### config.mk
export PLATFORM = sky130hd
export DESIGN_NAME = comp_accum_flat
export DESIGN_NICKNAME = d
export VERILOG_FILES = /design/src/rtl/comp_pkg.sv /design/src/rtl/comp_accum_if.sv /design/src/rtl/comp_accum_fifo.sv /design/src/rtl/comp_accum.sv /design/src/flat_wrapper.sv
export SDC_FILE = /design/constraint.sdc
export NUM_CORES = 1
export LEC_CHECK = 0
export BUFFER_PORTS_ARGS = -buffer_cell sky130_fd_sc_hd__buf_2
export CORE_ASPECT_RATIO = 1.75
export CORE_UTILIZATION = 45
export DETAILED_ROUTE_END_ITERATION = 7
export SETUP_SLACK_MARGIN = 0.02
export SLEW_MARGIN = 20
export SYNTH_ARGS = -nofsm -noshare
export SYNTH_HDL_FRONTEND = slang
export SYNTH_SLANG_ARGS = --single-unit
### constraint.sdc
create_clock -name clk -period 3.8 [get_ports clk]
set_input_delay 0.76 -clock clk [delete_from_list [all_inputs] [get_ports clk]]
set_output_delay 0.76 -clock clk [all_outputs]
set_load 0.005 [all_outputs]
### src/rtl/comp_pkg.sv
// Shared definitions for the comp pipeline: FSM encodings, width helpers and
// the accumulator state type used by comp_accum.
package comp_pkg;

    localparam logic ST_IDLE  = 1'b0;
    localparam logic ST_ACCUM = 1'b1;

    typedef enum logic {
        S_IDLE  = ST_IDLE,
        S_ACCUM = ST_ACCUM
    } accum_state_e;

    // Ceiling log2 with a floor of one bit so that degenerate counters stay legal.
    function automatic int clog2_w(input int value);
        int r;
        r = 0;
        for (int v = value - 1; v > 0; v = v >>> 1) begin
            r = r + 1;
        end
        return (r == 0) ? 1 : r;
    endfunction

    function automatic int acc_width_default(input int size);
        return 2 * size + 8;
    endfunction

endpackage

### src/rtl/comp_accum_if.sv
// Stream interface between comp, comp_accum and the downstream frame consumer.
interface comp_accum_if
    import comp_pkg::*;
#(
    parameter int p_size      = 1,
    parameter int p_acc_width = acc_width_default(p_size),
    parameter int p_frame_len = 4
) ();

    localparam int CW = clog2_w(p_frame_len + 1);

    logic [2*p_size-1:0]    i_param;
    logic [2*p_size-1:0]    i_param_2;
    logic                   i_dv;
    logic                   i_clear;
    logic                   i_ready;
    logic [p_acc_width-1:0] o_sum;
    logic                   o_valid;
    logic [CW-1:0]          o_count;
    logic                   o_overflow;

    modport slave (
        input  i_param, i_param_2, i_dv, i_clear, i_ready,
        output o_sum, o_valid, o_count, o_overflow
    );

    modport master (
        output i_param, i_param_2, i_dv, i_clear, i_ready,
        input  o_sum, o_valid, o_count, o_overflow
    );

endinterface

### src/rtl/comp_accum_fifo.sv
// Small frame-total FIFO with a registered first-word-fall-through head;
// pointers carry an extra wrap bit to separate full from empty.
module comp_accum_fifo
    import comp_pkg::*;
#(
    parameter int width = 8,
    parameter int depth = 4
) (
    input  logic             clk,
    input  logic             rst_n,
    input  logic             clear_i,
    input  logic             push_i,
    input  logic             pop_i,
    input  logic [width-1:0] data_i,
    output logic             full_o,
    output logic             empty_o,
    output logic [width-1:0] head_o
);

    localparam int AW = clog2_w(depth);

    logic [AW:0]      wr_ptr_q, wr_ptr_d;
    logic [AW:0]      rd_ptr_q, rd_ptr_d;
    logic [width-1:0] head_q, head_d;
    logic [width-1:0] mem_q [depth];
    logic             push_s;
    logic             pop_s;

    assign empty_o = (wr_ptr_q == rd_ptr_q);
    assign full_o  = (wr_ptr_q[AW] != rd_ptr_q[AW]) &&
                     (wr_ptr_q[AW-1:0] == rd_ptr_q[AW-1:0]);
    assign pop_s   = pop_i && !empty_o;
    assign push_s  = push_i && (!full_o || pop_s);
    assign head_o  = head_q;

    // Next pointers and next head; a push landing at the new read slot bypasses memory.
    always_comb begin
        wr_ptr_d = wr_ptr_q;
        rd_ptr_d = rd_ptr_q;
        head_d   = head_q;
        if (clear_i) begin
            wr_ptr_d = '0;
            rd_ptr_d = '0;
            head_d   = '0;
        end else begin
            wr_ptr_d = wr_ptr_q + (AW+1)'(push_s);
            rd_ptr_d = rd_ptr_q + (AW+1)'(pop_s);
            if (wr_ptr_d == rd_ptr_d) begin
                head_d = head_q;
            end else if (push_s && (rd_ptr_d == wr_ptr_q)) begin
                head_d = data_i;
            end else begin
                head_d = mem_q[rd_ptr_d[AW-1:0]];
            end
        end
    end

    // Pointer and head registers.
    always_ff @(posedge clk or negedge rst_n) begin
        if (!rst_n) begin
            wr_ptr_q <= '0;
            rd_ptr_q <= '0;
            head_q   <= '0;
        end else begin
            wr_ptr_q <= wr_ptr_d;
            rd_ptr_q <= rd_ptr_d;
            head_q   <= head_d;
        end
    end

    // Storage array write port.
    always_ff @(posedge clk or negedge rst_n) begin
        if (!rst_n) begin
            for (int i = 0; i < depth; i++) begin
                mem_q[i] <= '0;
            end
        end else if (push_s && !clear_i) begin
            mem_q[wr_ptr_q[AW-1:0]] <= data_i;
        end
    end

endmodule

### src/rtl/comp_accum.sv
// Frame accumulator behind comp: sums both result words per strobe and queues
// frame totals. Optional COMP_ACCUM_SAT_EN saturates instead of wrapping.
module comp_accum
    import comp_pkg::*;
#(
    parameter int p_size       = 1,
    parameter int p_acc_width  = acc_width_default(p_size),
    parameter int p_frame_len  = 4,
    parameter int p_fifo_depth = 4
) (
    input  logic         clk,
    input  logic         rst,
    comp_accum_if.slave  bus
);

    localparam int              CW       = clog2_w(p_frame_len + 1);
    localparam logic [CW-1:0]   LAST_CNT = CW'(p_frame_len - 1);

    accum_state_e           state_q, state_d;
    logic [p_acc_width-1:0] acc_q, acc_d;
    logic [CW-1:0]          count_q, count_d;
    logic                   overflow_q, overflow_d;
    logic [p_acc_width-1:0] term_s;
    logic [p_acc_width-1:0] acc_step_s;
    logic                   push_s;
    logic                   pop_s;
    logic                   fifo_full_s;
    logic                   fifo_empty_s;
    logic [p_acc_width-1:0] head_s;

`ifdef COMP_ACCUM_SAT_EN
    function automatic logic [p_acc_width-1:0] acc_add(input logic [p_acc_width-1:0] a,
                                                       input logic [p_acc_width-1:0] b);
        logic [p_acc_width:0] s;
        s = {1'b0, a} + {1'b0, b};
        return s[p_acc_width] ? {p_acc_width{1'b1}} : s[p_acc_width-1:0];
    endfunction
`else
    function automatic logic [p_acc_width-1:0] acc_add(input logic [p_acc_width-1:0] a,
                                                       input logic [p_acc_width-1:0] b);
        return a + b;
    endfunction
`endif

    assign term_s     = p_acc_width'(bus.i_param) + p_acc_width'(bus.i_param_2);
    assign acc_step_s = acc_add(acc_q, term_s);
    assign pop_s      = !fifo_empty_s && bus.i_ready && !bus.i_clear;

    // Frame FSM: accumulate strobes, emit the total on the last one, track drops.
    always_comb begin
        state_d    = state_q;
        acc_d      = acc_q;
        count_d    = count_q;
        push_s     = 1'b0;
        overflow_d = overflow_q;
        if (bus.i_clear) begin
            state_d    = S_IDLE;
            acc_d      = '0;
            count_d    = '0;
            overflow_d = 1'b0;
        end else begin
            case (state_q)
                S_IDLE: begin
                    if (!bus.i_dv) begin
                        state_d = S_IDLE;
                    end else if (p_frame_len == 1) begin
                        push_s = 1'b1;
                    end else begin
                        state_d = S_ACCUM;
                        acc_d   = acc_step_s;
                        count_d = CW'(1);
                    end
                end
                S_ACCUM: begin
                    if (!bus.i_dv) begin
                        state_d = S_ACCUM;
                    end else if (count_q == LAST_CNT) begin
                        push_s  = 1'b1;
                        state_d = S_IDLE;
                        acc_d   = '0;
                        count_d = '0;
                    end else begin
                        acc_d   = acc_step_s;
                        count_d = count_q + CW'(1);
                    end
                end
                default: begin
                    state_d = S_IDLE;
                    acc_d   = '0;
                    count_d = '0;
                end
            endcase
            // A full FIFO can only take the frame if the head leaves this cycle.
            if (push_s && fifo_full_s && !pop_s) begin
                overflow_d = 1'b1;
            end else begin
                overflow_d = overflow_q;
            end
        end
    end

    // FSM, accumulator, sample counter and sticky overflow registers.
    always_ff @(posedge clk or negedge rst) begin
        if (!rst) begin
            state_q    <= S_IDLE;
            acc_q      <= '0;
            count_q    <= '0;
            overflow_q <= 1'b0;
        end else begin
            state_q    <= state_d;
            acc_q      <= acc_d;
            count_q    <= count_d;
            overflow_q <= overflow_d;
        end
    end

    comp_accum_fifo #(
        .width (p_acc_width),
        .depth (p_fifo_depth)
    ) u_fifo (
        .clk     (clk),
        .rst_n   (rst),
        .clear_i (bus.i_clear),
        .push_i  (push_s),
        .pop_i   (pop_s),
        .data_i  (acc_step_s),
        .full_o  (fifo_full_s),
        .empty_o (fifo_empty_s),
        .head_o  (head_s)
    );

    assign bus.o_sum      = head_s;
    assign bus.o_valid    = !fifo_empty_s;
    assign bus.o_count    = count_q;
    assign bus.o_overflow = overflow_q;

endmodule

### src/flat_wrapper.sv
// flat-port wrapper written by rule: the top's interface ports become plain ports
module comp_accum_flat import comp_pkg::*;
#(
    parameter int p_size       = 1,
    parameter int p_acc_width  = acc_width_default(p_size),
    parameter int p_frame_len  = 4,
    parameter int p_fifo_depth = 4
)
  (clk, rst, bus_i_param, bus_i_param_2, bus_i_dv, bus_i_clear, bus_i_ready, bus_o_sum, bus_o_valid, bus_o_count, bus_o_overflow);
  comp_accum_if #(.p_size(p_size), .p_acc_width(p_acc_width), .p_frame_len(p_frame_len)) bus_i ();
  input  logic clk;
  input  logic rst;
  input wire logic [$bits(bus_i.i_param)-1:0] bus_i_param;
  input wire logic [$bits(bus_i.i_param_2)-1:0] bus_i_param_2;
  input wire logic [$bits(bus_i.i_dv)-1:0] bus_i_dv;
  input wire logic [$bits(bus_i.i_clear)-1:0] bus_i_clear;
  input wire logic [$bits(bus_i.i_ready)-1:0] bus_i_ready;
  output wire logic [$bits(bus_i.o_sum)-1:0] bus_o_sum;
  output wire logic [$bits(bus_i.o_valid)-1:0] bus_o_valid;
  output wire logic [$bits(bus_i.o_count)-1:0] bus_o_count;
  output wire logic [$bits(bus_i.o_overflow)-1:0] bus_o_overflow;
  assign bus_i.i_param = bus_i_param;
  assign bus_i.i_param_2 = bus_i_param_2;
  assign bus_i.i_dv = bus_i_dv;
  assign bus_i.i_clear = bus_i_clear;
  assign bus_i.i_ready = bus_i_ready;
  assign bus_o_sum = bus_i.o_sum;
  assign bus_o_valid = bus_i.o_valid;
  assign bus_o_count = bus_i.o_count;
  assign bus_o_overflow = bus_i.o_overflow;
  comp_accum #(.p_size(p_size), .p_acc_width(p_acc_width), .p_frame_len(p_frame_len), .p_fifo_depth(p_fifo_depth)) u_core (.clk(clk), .rst(rst), .bus(bus_i));
endmodule
==> impl_metrics.py <==
metrics = {
    "pwr": {
        "p_leak_uw": 0.00202,
        "power_switching_uw": 394,
        "switching_share_pct": 22.3,
        "p_int_uw": 1370,
        "irDropWorstVdd_v": 0.000229,
        "p_clk_share_pct": 49.7,
        "p_comb_share_pct": 6.4,
        "power.share.sequential_pct": 43.9,
        "power_density_nw_per_um2": 436,
    },
    "final_layout": {
        "finalNetCount": 300,
        "syn_to_final_growth_pct": 16.1,
        "n_antenna_cell": 0,
        "mostFrequentLayoutCells": "71 x dfrtp_1, 49 x mux2_2, 23 x buf_2",
        "final_common_cell": "dfrtp_1",
        "drive_gt1_share_pct": 40.0,
    },
    "clocking": {
        "ctsHtreeMaxLevel": 3,
        "cts_tree": "done",
        "cts_buffer_depth": 2,
        "clkSlewWorstSetupHoldPaths_ns": 0.06,
        "cts_setup_buffers": 0,
        "cts_root_buffer": "clkbuf_16",
        "holdBufCountCts": 0,
        "cts_buffers": 9,
        "post_cts_resized": 0,
        "cts_sinks": 71,
        "clkLatencyLatePin_ns": 0.33,
    },
    "critical_path": {
        "crit_path_end": "u_core.u_fifo.head_o[7]",
        "crit_start": "bus_i_clear",
        "worst-path-buf-inv": 1,
        "r2r-start": "u_core.u_fifo.wr_ptr_q[0]",
        "ff2ff_path_depth": 9,
        "critical-path-top-delay-family": "simple AND/OR/NAND/NOR gates",
        "crit_path_end_kind": "flop",
        "cpPeakStageDelay_ns": 0.57,
        "worstSetupStartpointType": "input pin",
        "worstPathArrival_ns": 3.20,
        "crit_fanout": 14,
        "path_depth": 10,
        "reg2reg_slack_ns": 0.88,
        "crit_type": "input pin to flop",
        "critPathRequiredTime_ns": 4.06,
        "reg2reg_to": "u_core.u_fifo.head_o[7]",
        "critPathMostFrequentCell": "ha_1",
        "crit_chain": "buf_2 > nand2b_1 > and4_1 > nor2_2 > ha_1 > ha_1 > xor2_1 > nor4_2 > nor2_1 > a22o_1",
        "cpMaxStageDelayCell": "nor2_1",
    },
    "floorplan": {
        "io-pin-count": 24,
        "core-area_sq_um": 7510,
        "die_area_sq_um": 8110,
        "die_w_um": 68.5,
        "die_y_um": 118,
        "initial_utilization_pct": 46.3,
        "rows": 42,
    },
    "global_routing": {
        "grt_pass1_wl_mm": 11.6,
        "met3_usage_pct": 3.96,
        "globalRouteTotalUtil_pct": 20.3,
        "top_usage_layer": "met2",
        "grt_max_degree": 34,
        "antenna_found_initial": 0,
        "grt_pass1_vias": 2217,
        "use_met1_pct": 24.3,
        "grt.overflow.total": 0,
        "grtUsageMet2_pct": 34.1,
    },
    "timing": {
        "hold_viol": 0,
        "fin_skew_ns": 0.00780,
        "rsz0062_at_grt": "no",
        "slew-limit-headroom_pct": 45.8,
        "fin_hold_ws_ns": 0.494,
        "tns_ns": 0,
        "tightest_slew_ns": 0.810,
        "report.final.slew_viol_count": 0,
        "setup_viol": 0,
        "fin_crit_ns": 2.93,
        "max_freq_mhz": 341,
        "post-route-period-util_pct": 77.2,
    },
    "logic_synthesis": {
        "yosys_warnings": 0,
        "synth_seq_cells": 71,
        "synth_edf_count": 0,
        "ys_seq_area_share_pct": 51.0,
        "postSynthAreaPerCell_sq_um": 14.0,
        "syn_inst": 248,
        "ys_types": 40,
        "synth_flop_cell": "dfrtp_1",
        "syn_area_sq_um": 3480,
        "ys_async_sr_fraction_pct": 100,
        "syn-num-nets": 268,
    },
    "placed_design": {
        "place.gp.congestion": 0.721,
        "dp_hpwl_mm": 4.81,
        "portBuffers": 23,
    },
    "detailed_routing": {
        "dr_total_vias": 2115,
        "wl_mm": 7.06,
        "wl_per_cell_um": 18.9,
        "drt_first_pass_iters": 4,
        "drt_first_iter_violations": 103,
        "viasPerCell": 5.67,
        "route.detailed.drc": 0,
        "ant_nets": 0,
    },
    "job": {
        "max_cap_violations": 0,
    },
    "status": {
        "status": "finished, final reports clean",
    },
    "min_path": {
        "min_path_type": "flop to flop",
    },
}
## worst reg2reg max path: stages, from the launching register on
cell and delay (ns):
dfrtp_1 0.50, xnor2_1 0.30, and4_1 0.42, nor2_2 0.10, ha_1 0.19, ha_1 0.30, xor2_1 0.17, nor4_2 0.08
nor2_1 0.57, a22o_1 0.23
## through the flow
stage / setup WS, ns / power, uW / utilization [%] / instances / instance area [sq um]
6_report: 0.866 / 1760 / 53.8 / 373 / 4040
5_1_grt: 0.650 / 1830 / 53.8 / 373 / 4040
4_1_cts: 0.827 / 1780 / 53.8 / 373 / 4040
3_5_place_dp: 0.520 / 903 / 49.6 / 357 / 3720
3_3_place_gp: 0.583 / 901 / 49.6 / 357 / 3720
2_1_floorplan: 0.870 / 846 / - / 248 / 3480
## layout make-up
class	instances	area (sq um)
Fill cell	641	3470
Sequential cell	71	1780
Multi-Input combinational cell	160	1630
Clock buffer	12	267
Timing Repair Buffer	33	190
Tap cell	88	110
Clock inverter	4	52.6
Inverter	5	18.8
## power groups by stage
stage	sequential, uW	clock, uW	combinational [uW]
6_report	774	875	114
5_1_grt	774	924	128
4_1_cts	773	890	117
3_5_place_dp	787	0	116
3_3_place_gp	786	0	114
2_1_floorplan	785	0	60.7
## worst min-delay path by stage
stage	start	cells past startpoint	slack [ns]	endpoint
2_1_floorplan	rst	0	0.46	u_core.acc_q[0]
3_3_place_gp	u_core.u_fifo.mem_q[16]	1	0.48	u_core.u_fifo.mem_q[16]
3_5_place_dp	u_core.bus.o_overflow	1	0.49	u_core.bus.o_overflow
4_1_cts	u_core.bus.o_overflow	1	0.50	u_core.bus.o_overflow
5_1_grt	u_core.u_fifo.mem_q[0]	1	0.52	u_core.u_fifo.mem_q[0]
6_report	u_core.bus.o_overflow	1	0.49	u_core.bus.o_overflow
## flip-flops by register name, indices dropped and copies added, names as in the netlist
signal	flops
u_core.acc_q	10
u_core.u_fifo.head_o	10
u_core.bus.o_count	3
u_core.u_fifo.wr_ptr_q	3
u_core.u_fifo.rd_ptr_q	3
u_core.state_q	1
u_core.bus.o_overflow	1
u_core.u_fifo.mem_q	40
## layer usage
metal,wire [um],vias to the layer above
li1,-,983
met1,2880,1093
met2,3880,29
met3,167,10
met4,136,0
met5,0,-
## synth_stat cells, drive strengths merged, types with 2 or more instances
cell type  count  share of area, %
dfrtp         71                51
mux2          50                16
a22o          20               5.0
xnor2         12               3.0
mux4          10               6.5
ha             9               3.2
nor2           7              0.83
xor2           7               1.8
buf            6               1.2
clkbuf         6              0.68
nand2          6              0.65
nor2b          6               1.1
inv            5              0.54
a21oi          4              0.57
nand3          4              0.72
a211oi         2              0.43
a31oi          2              0.36
fa             2               1.1
nand2b         2              0.36
nand3b         2              0.43
nand4          2              0.36
nor4           2              0.79
## cell families (layout without fill, tap and decap cells)
group,Yosys count,count (layout),share of synthesized area [%]
AOI/OAI and AO/OA,33,33,7.55
DFF,71,71,51.0
buffers and inverters,17,54,2.41
adders and majority gates,11,11,4.38
muxes,60,60,22.6
xor gates and xnor gates,20,20,5.43
and+or+nand+nor,36,36,6.58
No activity file was read; power rests on OpenSTA's default activity.
